## config.mk

```make
export PLATFORM = sky130hd
export DESIGN_NAME = mips_processor
export DESIGN_NICKNAME = d
export VERILOG_FILES = /design/src/rtl/mips_processor_pkg.sv /design/src/rtl/mips_processor_datapath.sv /design/src/rtl/mips_processor.sv
export SDC_FILE = /design/constraint.sdc
export NUM_CORES = 2
export LEC_CHECK = 0
export ABC_CLOCK_PERIOD_IN_PS = 9200
export CAP_MARGIN = 20
export CORE_MARGIN = 2
export CORE_UTILIZATION = 55
export DETAILED_ROUTE_END_ITERATION = 16
export GPL_ROUTABILITY_DRIVEN = 0
export PLACE_DENSITY = 0.76
export SYNTH_ARGS = -nofsm -noshare
export SYNTH_HDL_FRONTEND = slang
export SYNTH_HIERARCHICAL = 1
export SYNTH_SLANG_ARGS = --single-unit
```

## constraint.sdc

```tcl
create_clock -name clk -period 9.2 [get_ports clk]
set_input_delay 1.84 -clock clk [delete_from_list [all_inputs] [get_ports clk]]
set_output_delay 1.84 -clock clk [all_outputs]
set_load 0.02 [all_outputs]
```

## src/rtl/mips_processor_pkg.sv

```systemverilog
// mips_processor_pkg: opcodes, funct codes, ALU/FSM enums and the control bundle.
package mips_processor_pkg;
  localparam logic [5:0] OP_LW = 6'h23, OP_SW = 6'h2B, OP_RTYPE = 6'h00;
  localparam logic [5:0] OP_BEQ = 6'h04, OP_ADDI = 6'h08, OP_J = 6'h02;
  localparam logic [5:0] FN_ADD = 6'h20, FN_SUB = 6'h22, FN_AND = 6'h24, FN_OR = 6'h25, FN_SLT = 6'h2A;
  typedef enum logic [2:0] {ALU_ADD, ALU_SUB, ALU_AND, ALU_OR, ALU_SLT} alu_op_t;
  typedef enum logic [1:0] {SRC_REG, SRC_IMM, SRC_OFF} src_b_t;
  typedef enum logic [3:0] {
    FETCH, DECODE, MEMADR, MEMRD, MEMWB, MEMWR, EXECUTE, ALUWB, BRANCH, ADDIEX, ADDIWB, JUMP
  } state_t;
  typedef struct packed {
    logic    ir_write;
    logic    pc_inc;
    logic    pc_branch;
    logic    pc_jump;
    logic    ab_load;
    logic    alu_load;
    logic    src_a_pc;
    src_b_t  src_b;
    alu_op_t alu;
    logic    mdr_load;
    logic    iord;
    logic    reg_write;
    logic    mem_to_reg;
    logic    reg_dst;
  } ctrl_t;
  function automatic alu_op_t funct_to_alu(input logic [5:0] f);
    return f == FN_SUB ? ALU_SUB : f == FN_AND ? ALU_AND : f == FN_OR ? ALU_OR :
           f == FN_SLT ? ALU_SLT : ALU_ADD;
  endfunction
  function automatic logic [31:0] alu(input alu_op_t op, input logic [31:0] a, input logic [31:0] b);
    return op == ALU_SUB ? a - b : op == ALU_AND ? a & b : op == ALU_OR ? a | b :
           op == ALU_SLT ? {31'd0, $signed(a) < $signed(b)} : a + b;
  endfunction
endpackage

```

## src/rtl/mips_processor_datapath.sv

```systemverilog
// mips_datapath: PC, IR, MDR, A/B, ALUOut, register file and ALU of the multicycle core.
module mips_datapath
  import mips_processor_pkg::*;
(
  input  logic        clk,
  input  logic        reset,
  input  logic [31:0] memdata,
  input  ctrl_t       ctrl,
  output logic [31:0] addr,
  output logic [31:0] writedata,
  output logic [5:0]  op,
  output logic [5:0]  funct
);
  logic [31:0] pc_q, pc_d, ir_q, ir_d, a_q, a_d, b_q, b_d, alu_out_q, alu_out_d, mdr_q, mdr_d;
  logic [31:0] rf_q [32];
  logic [31:0] pcout, instruct, Ain, Bin, wrData, imm, src_a, src_b;
  logic [4:0]  wrAddr;
  assign pcout     = pc_q;
  assign instruct  = ir_q;
  assign Ain       = a_q;
  assign Bin       = b_q;
  assign op        = instruct[31:26];
  assign funct     = instruct[5:0];
  assign writedata = Bin;
  assign addr      = ctrl.iord ? alu_out_q : pcout;
  assign wrAddr    = ctrl.reg_dst ? instruct[15:11] : instruct[20:16];
  assign wrData    = ctrl.mem_to_reg ? mdr_q : alu_out_q;
  always_comb begin
    imm       = {{16{instruct[15]}}, instruct[15:0]};
    src_a     = ctrl.src_a_pc ? pcout : Ain;
    src_b     = ctrl.src_b == SRC_REG ? Bin : ctrl.src_b == SRC_IMM ? imm : imm << 2;
    pc_d      = ctrl.pc_inc ? pcout + 32'd4 :
                ctrl.pc_jump ? {pcout[31:28], instruct[25:0], 2'b00} :
                (ctrl.pc_branch && Ain == Bin) ? alu_out_q : pcout;
    ir_d      = ctrl.ir_write ? memdata : ir_q;
    a_d       = ctrl.ab_load ? rf_q[instruct[25:21]] : a_q;
    b_d       = ctrl.ab_load ? rf_q[instruct[20:16]] : b_q;
    alu_out_d = ctrl.alu_load ? alu(ctrl.alu, src_a, src_b) : alu_out_q;
    mdr_d     = ctrl.mdr_load ? memdata : mdr_q;
  end
  always_ff @(posedge clk) begin
    if (reset) begin
      pc_q      <= '0;
      ir_q      <= '0;
      a_q       <= '0;
      b_q       <= '0;
      alu_out_q <= '0;
      mdr_q     <= '0;
      for (int i = 0; i < 32; i++) rf_q[i] <= '0;
    end else begin
      pc_q      <= pc_d;
      ir_q      <= ir_d;
      a_q       <= a_d;
      b_q       <= b_d;
      alu_out_q <= alu_out_d;
      mdr_q     <= mdr_d;
      if (ctrl.reg_write && wrAddr != 5'd0) rf_q[wrAddr] <= wrData;
    end
  end
endmodule

```

## src/rtl/mips_processor.sv

```systemverilog
// mips_processor: multicycle MIPS-32 core; Moore controller FSM driving mips_datapath.
module mips_processor
  import mips_processor_pkg::*;
(
  input  logic        clk,
  input  logic        reset,
  input  logic [31:0] memdata,
  output logic [31:0] addr,
  output logic        memread,
  output logic        memwrite,
  output logic [31:0] writedata
);
  state_t     state_q, state_d;
  ctrl_t      ctrl;
  logic       regwrite;
  logic [5:0] op, funct;
  assign memread  = state_q == FETCH || state_q == MEMRD;
  assign memwrite = state_q == MEMWR;
  assign regwrite = state_q == MEMWB || state_q == ALUWB || state_q == ADDIWB;
  always_comb begin
    ctrl            = '0;
    ctrl.ir_write   = state_q == FETCH;
    ctrl.pc_inc     = state_q == FETCH;
    ctrl.ab_load    = state_q == DECODE;
    ctrl.src_a_pc   = state_q == DECODE;
    ctrl.src_b      = state_q == DECODE ? SRC_OFF :
                      (state_q == MEMADR || state_q == ADDIEX) ? SRC_IMM : SRC_REG;
    ctrl.alu        = state_q == EXECUTE ? funct_to_alu(funct) : ALU_ADD;
    ctrl.alu_load   = state_q == DECODE || state_q == MEMADR || state_q == ADDIEX || state_q == EXECUTE;
    ctrl.mdr_load   = state_q == MEMRD;
    ctrl.iord       = state_q == MEMRD || state_q == MEMWR;
    ctrl.reg_write  = regwrite;
    ctrl.mem_to_reg = state_q == MEMWB;
    ctrl.reg_dst    = state_q == ALUWB;
    ctrl.pc_branch  = state_q == BRANCH;
    ctrl.pc_jump    = state_q == JUMP;
  end
  always_comb begin
    state_d = FETCH;
    case (state_q)
      FETCH:   state_d = DECODE;
      DECODE:  state_d = (op == OP_LW || op == OP_SW) ? MEMADR : op == OP_RTYPE ? EXECUTE :
                         op == OP_BEQ ? BRANCH : op == OP_ADDI ? ADDIEX : op == OP_J ? JUMP : FETCH;
      MEMADR:  state_d = op == OP_LW ? MEMRD : MEMWR;
      MEMRD:   state_d = MEMWB;
      EXECUTE: state_d = ALUWB;
      ADDIEX:  state_d = ADDIWB;
      default: state_d = FETCH;
    endcase
  end
  always_ff @(posedge clk) state_q <= reset ? FETCH : state_d;
  mips_datapath datapath (
    .clk(clk), .reset(reset), .memdata(memdata), .ctrl(ctrl),
    .addr(addr), .writedata(writedata), .op(op), .funct(funct)
  );
endmodule

```

==> results <==
- The run finished with clean final reports.
- The initial antenna violation count is 7.
- Entering global routing, the biggest net connects between 150 and 200 pins.
- The number of clock buffers added by TritonCTS is between 100 and 150.
- The via count of the first global-routing pass is around 46k.
- The worst-case IR drop observed on VDD is about 0.00032 V.
- The cell area after layout is 73700 sq um.
- For the worst setup path, the data required time is 9810 ps.
- For this configuration, the core starts out at a cell density of a little under three fifths.
- The basic-gate share of the synthesized area counting and, or, nand and nor cells is 10.2%.
- After synthesis the netlist holds a flip-flop and latch count of about 1.2k.
- The signal on the critical path passes through nand2b_1, nor3_2, buf_12, mux2i_1, inv_1, ha_1, fa_1, a21oi_1, o21ai_0, a221o_1, a2111oi_2, o31ai_1, a211o_1, a21oi_1, o32ai_1, a21o_1.
- The critical path startpoint category is a register.
- The max-slew violation count is 0.
- The clock tree root buffer cell is sky130_fd_sc_hd__clkbuf_16.
- The smallest setup slack after layout is ~3800 ps.
- For the final database, setup skew stands at slightly below 80 ps.
- The end point of the critical path is datapath/alu_out_q[26]$_SDFFE_PP0P_.
- Before antenna repair, the detailed router went through 6 iterations.
- The count of routing violations after the opening detailed-route iteration is between 8k and 9k.
- Setup repair after global routing left no endpoint under its margin.
- The path class of the tightest hold or removal check is reg2reg.
- The worst-case setup slack after placement is ~3600 ps.
- The maximum fanout along the worst path is 162.
- The startpoint of the worst setup timing path is state_q[0]$_SDFF_PP0_.
- The stage delay of the slowest cell on the critical path is 570 ps.
- For this run the aggregate overflow at the end of global routing stands at 0.
- The floorplan step defined a die boundary enclosing between 100000 and 150000 sq um.
- Once the clock tree was built, the resizer swapped 0 gates to a different size.
- Compared with the post-synthesis result, the final layout area differs by 11.2%.
- For this run, the total global-route usage over all layers was measured as a little over a third.
- The final hold violation count was 0.
- Of the cells placed in the final design, the portion with a size suffix greater than 1 is ~22%.
- After clock tree synthesis, the clock-pin slew on the worst setup and hold paths is approximately 70 ps.
- The total placed cells including tap cells is approximately 6.5k.
- The number of nets still failing antenna checks after routing is 0.
- The horizontal die dimension is roughly 350 um.
- The worst path in the final design needs a cycle of 5430 ps, including I/O delays and setup.
- No sink is reached through more buffers than the 3 on the longest clock path.
- sky130_fd_sc_hd__edfxtp_1 takes more of the synthesized area than any other cell.
- The cell area after synthesis is between 60000 and 70000 sq um.
- The arrival time reported for the critical path endpoint is 6040 ps.
- The most common cell in the netlist is sky130_fd_sc_hd__nor2_1.
- In the synthesized netlist the async set-or-reset flop fraction comes to 0%.
- The share of the synthesized area in the top cell type is between 40% and 50%.
- The synthesized netlist devotes 4.79% of its cell area to compound gates.
- The floorplan step defined a core boundary enclosing 120000 sq um.
- Summed over all cells, the static leakage comes to ~24 nW.
- Hold repair after CTS inserted 0 buffers.
- By area, the combinational part of the netlist is dominated by multiplexers.
- The setup path with the least slack is of type reg2reg.
- At the later pin of the worst-skew pair, clock insertion delay measures 790 ps.
- The TritonCTS clock tree is done.
- Yosys mapped the design onto 83 distinct sky130hd cell types.
- The multiplexer fraction of the synthesized cell area is around a quarter.
- Ranked by instance count, the synthesized netlist is headed by sky130_fd_sc_hd__nor2_1, sky130_fd_sc_hd__edfxtp_1, sky130_fd_sc_hd__mux4_2.
- The wire length of the first global-routing pass is 317000 um.
- The number of enable flip-flop cells after synthesis is 1024.
- After detailed routing, the number of remaining DRC violations is 0.
- Max-cap violations in this run came to 0.
- The share of the synthesized netlist area taken by xor and xnor gates is less than 1%.
- The non-filler instance count after layout is roughly 6.7k.
- The setup fix buffers added after clock tree synthesis is 0.
- For this run, the number of Yosys warnings is 6.
- The die is 351 um tall.
- The number of instances in the synthesized netlist is between 5k and 6k.
- The post-detailed-placement cell area is 69400 sq um.
- Measured against its own limit, the worst slew margin works out to 20.4%.
- A synthesized cell averages 13.1 sq um.
- The clock sink count is around 1.2k.
- The via total after detailed routing is around 48k.
- Yosys attributes the largest share of cell area to sky130_fd_sc_hd__edfxtp_1, sky130_fd_sc_hd__mux4_2, sky130_fd_sc_hd__nor2_1, sky130_fd_sc_hd__dfxtp_1, sky130_fd_sc_hd__mux2i_1.
- The floorplan has ~130 rows.
- The number of nets at the end of the flow is 5119.
- The sequential fraction of the synthesis area is 52.3%.
- For this run, the leading register cell type out of synthesis is sky130_fd_sc_hd__edfxtp_1.
- The worst register-to-register path has a setup slack of between 3000 and 4000 ps.
- The final setup violation count is 0.
- The wire length reported by the detailed router is around 220000 um.
- The number of cells traversed by the worst register-to-register path is 16.
- The top-level I/O count is 100.
- The final worst-path cycle share is 59.0%.
- The adder and majority cell fraction of the synthesized area is approximately 2%.
- Port buffering added 99 buffers.
- The most numerous cell on the critical path is sky130_fd_sc_hd__a21oi_1.
- Dividing the detail-routed wire length by the instance count gives around 33 um.
- The kind of capture point of the worst setup path is a register.
- The worst flop-to-flop path endpoint is datapath/alu_out_q[26]$_SDFFE_PP0P_.
- The worst register-to-register path begins at state_q[0]$_SDFF_PP0_.
- The detailed placer's ending HPWL is around 140000 um.
- In the routed layout, each cell is associated on average with a via count of a little over 7.
- Adding up every negative setup slack in the final design gives 0 ps.
- For the pin with the worst max-slew slack, the measured transition is between 1000 and 1500 ps.
- The top achievable clock speed is between 150 and 200 MHz.
- In this run the power density over the cells is between 300 and 400 nW/um^2.
- Among all stages on the critical path, the largest delay is contributed by sky130_fd_sc_hd__buf_12.
- The count of H-tree levels built during CTS is 3.
-- flip-flops by register name (all words and copies together) (netlist names) --
| signal | cells |
|---|---|
| datapath/rf_q | 1024 |
| datapath/Ain | 32 |
| datapath/alu_out_q | 32 |
| datapath/instruct | 32 |
| datapath/mdr_q | 32 |
| datapath/pc_q | 32 |
| datapath/writedata | 32 |
| state_q | 4 |
-- worst min-delay path by stage --
stage / startpoint / end / slack [ps] / depth (start not counted)
2_1_floorplan: datapath/alu_out_q[31]$_SDFFE_PP0P_ / datapath/pc_q[31]$_SDFFE_PP0P_ / 460 / 2
3_3_place_gp: datapath/Ain[23]$_SDFFE_PP0P_ / datapath/Ain[23]$_SDFFE_PP0P_ / 500 / 2
3_5_place_dp: datapath/Ain[29]$_SDFFE_PP0P_ / datapath/Ain[29]$_SDFFE_PP0P_ / 510 / 2
4_1_cts: datapath/Ain[29]$_SDFFE_PP0P_ / datapath/Ain[29]$_SDFFE_PP0P_ / 520 / 2
5_1_grt: datapath/Ain[22]$_SDFFE_PP0P_ / datapath/Ain[22]$_SDFFE_PP0P_ / 540 / 2
6_report: datapath/Ain[29]$_SDFFE_PP0P_ / datapath/Ain[29]$_SDFFE_PP0P_ / 520 / 2
-- power breakdown --
| group | internal, W | total [W] | switching (W) |
|---|---|---|---|
| registers | 0.00641 | 0.00741 | 0.000997 |
| clock network | 0.00286 | 0.00511 | 0.00225 |
| logic | 0.00417 | 0.0102 | 0.00606 |
| total | 0.0134 | 0.0228 | 0.00931 |
-- logic make-up after synthesis --
group	Yosys count
and+or+nand+nor	1656
DFF	1220
muxes	932
buffers and inverters	611
AOI/OAI and AO/OA	482
adders and majority gates	107
xor gates and xnor gates	61
other	1
-- final cells by class --
class                           instances  area [sq um]
Fill cell                            8601         45900
Clock buffer                          157          3280
Timing Repair Buffer                  237          2480
Tap cell                             1612          2020
Inverter                              128           480
Clock inverter                         75           786
Antenna cell                            4          10.0
Sequential cell                      1220         34700
Multi-Input combinational cell       3270         30000
-- critical path, delay by kind of cell (launching register included) --
family / cells / cell delay [ps]
mux: 1 / 390
fa+ha+maj: 2 / 750
simple gates: 2 / 490
buf+inv: 2 / 670
compound gates: 9 / 2340
flops: 1 / 550
-- placed cells by master, fill, tap and decap left out, drive strengths merged, types with 32 or more instances in the layout --
| cell type | count |
|---|---|
| clkinv | 57 |
| nor3 | 55 |
| nand2 | 166 |
| ha | 105 |
| o21ai | 98 |
| nand3 | 34 |
| mux2i | 250 |
| edfxtp | 1024 |
| nand2b | 55 |
| conb | 32 |
| inv | 130 |
| a211oi | 81 |
| xor2 | 40 |
| clkdlybuf4s50 | 98 |
| clkbuf | 157 |
| mux2 | 42 |
| buf | 139 |
| mux4 | 640 |
| nor2 | 1261 |
| a21oi | 129 |
| dfxtp | 196 |
-- layer usage --
layer,track usage [%],up-vias,routed length (um),share of wire (%)
met1,45.9,23500,72100,32
met4,21.4,14,16100,7.2
li1,-,18900,-,-
met5,0,-,101,0.045
met3,12.5,833,35000,16
met2,53.9,4323,99900,45
-- stage by stage --
step	util (%)	hold slack (ps)	total power, W
2_1_floorplan	-	459	0.0139
3_3_place_gp	57.7	500	0.0170
3_5_place_dp	58.0	510	0.0173
4_1_cts	61.4	518	0.0223
5_1_grt	61.6	544	0.0234
6_report	61.6	517	0.0228
No activity file was read; power rests on OpenSTA's default activity.
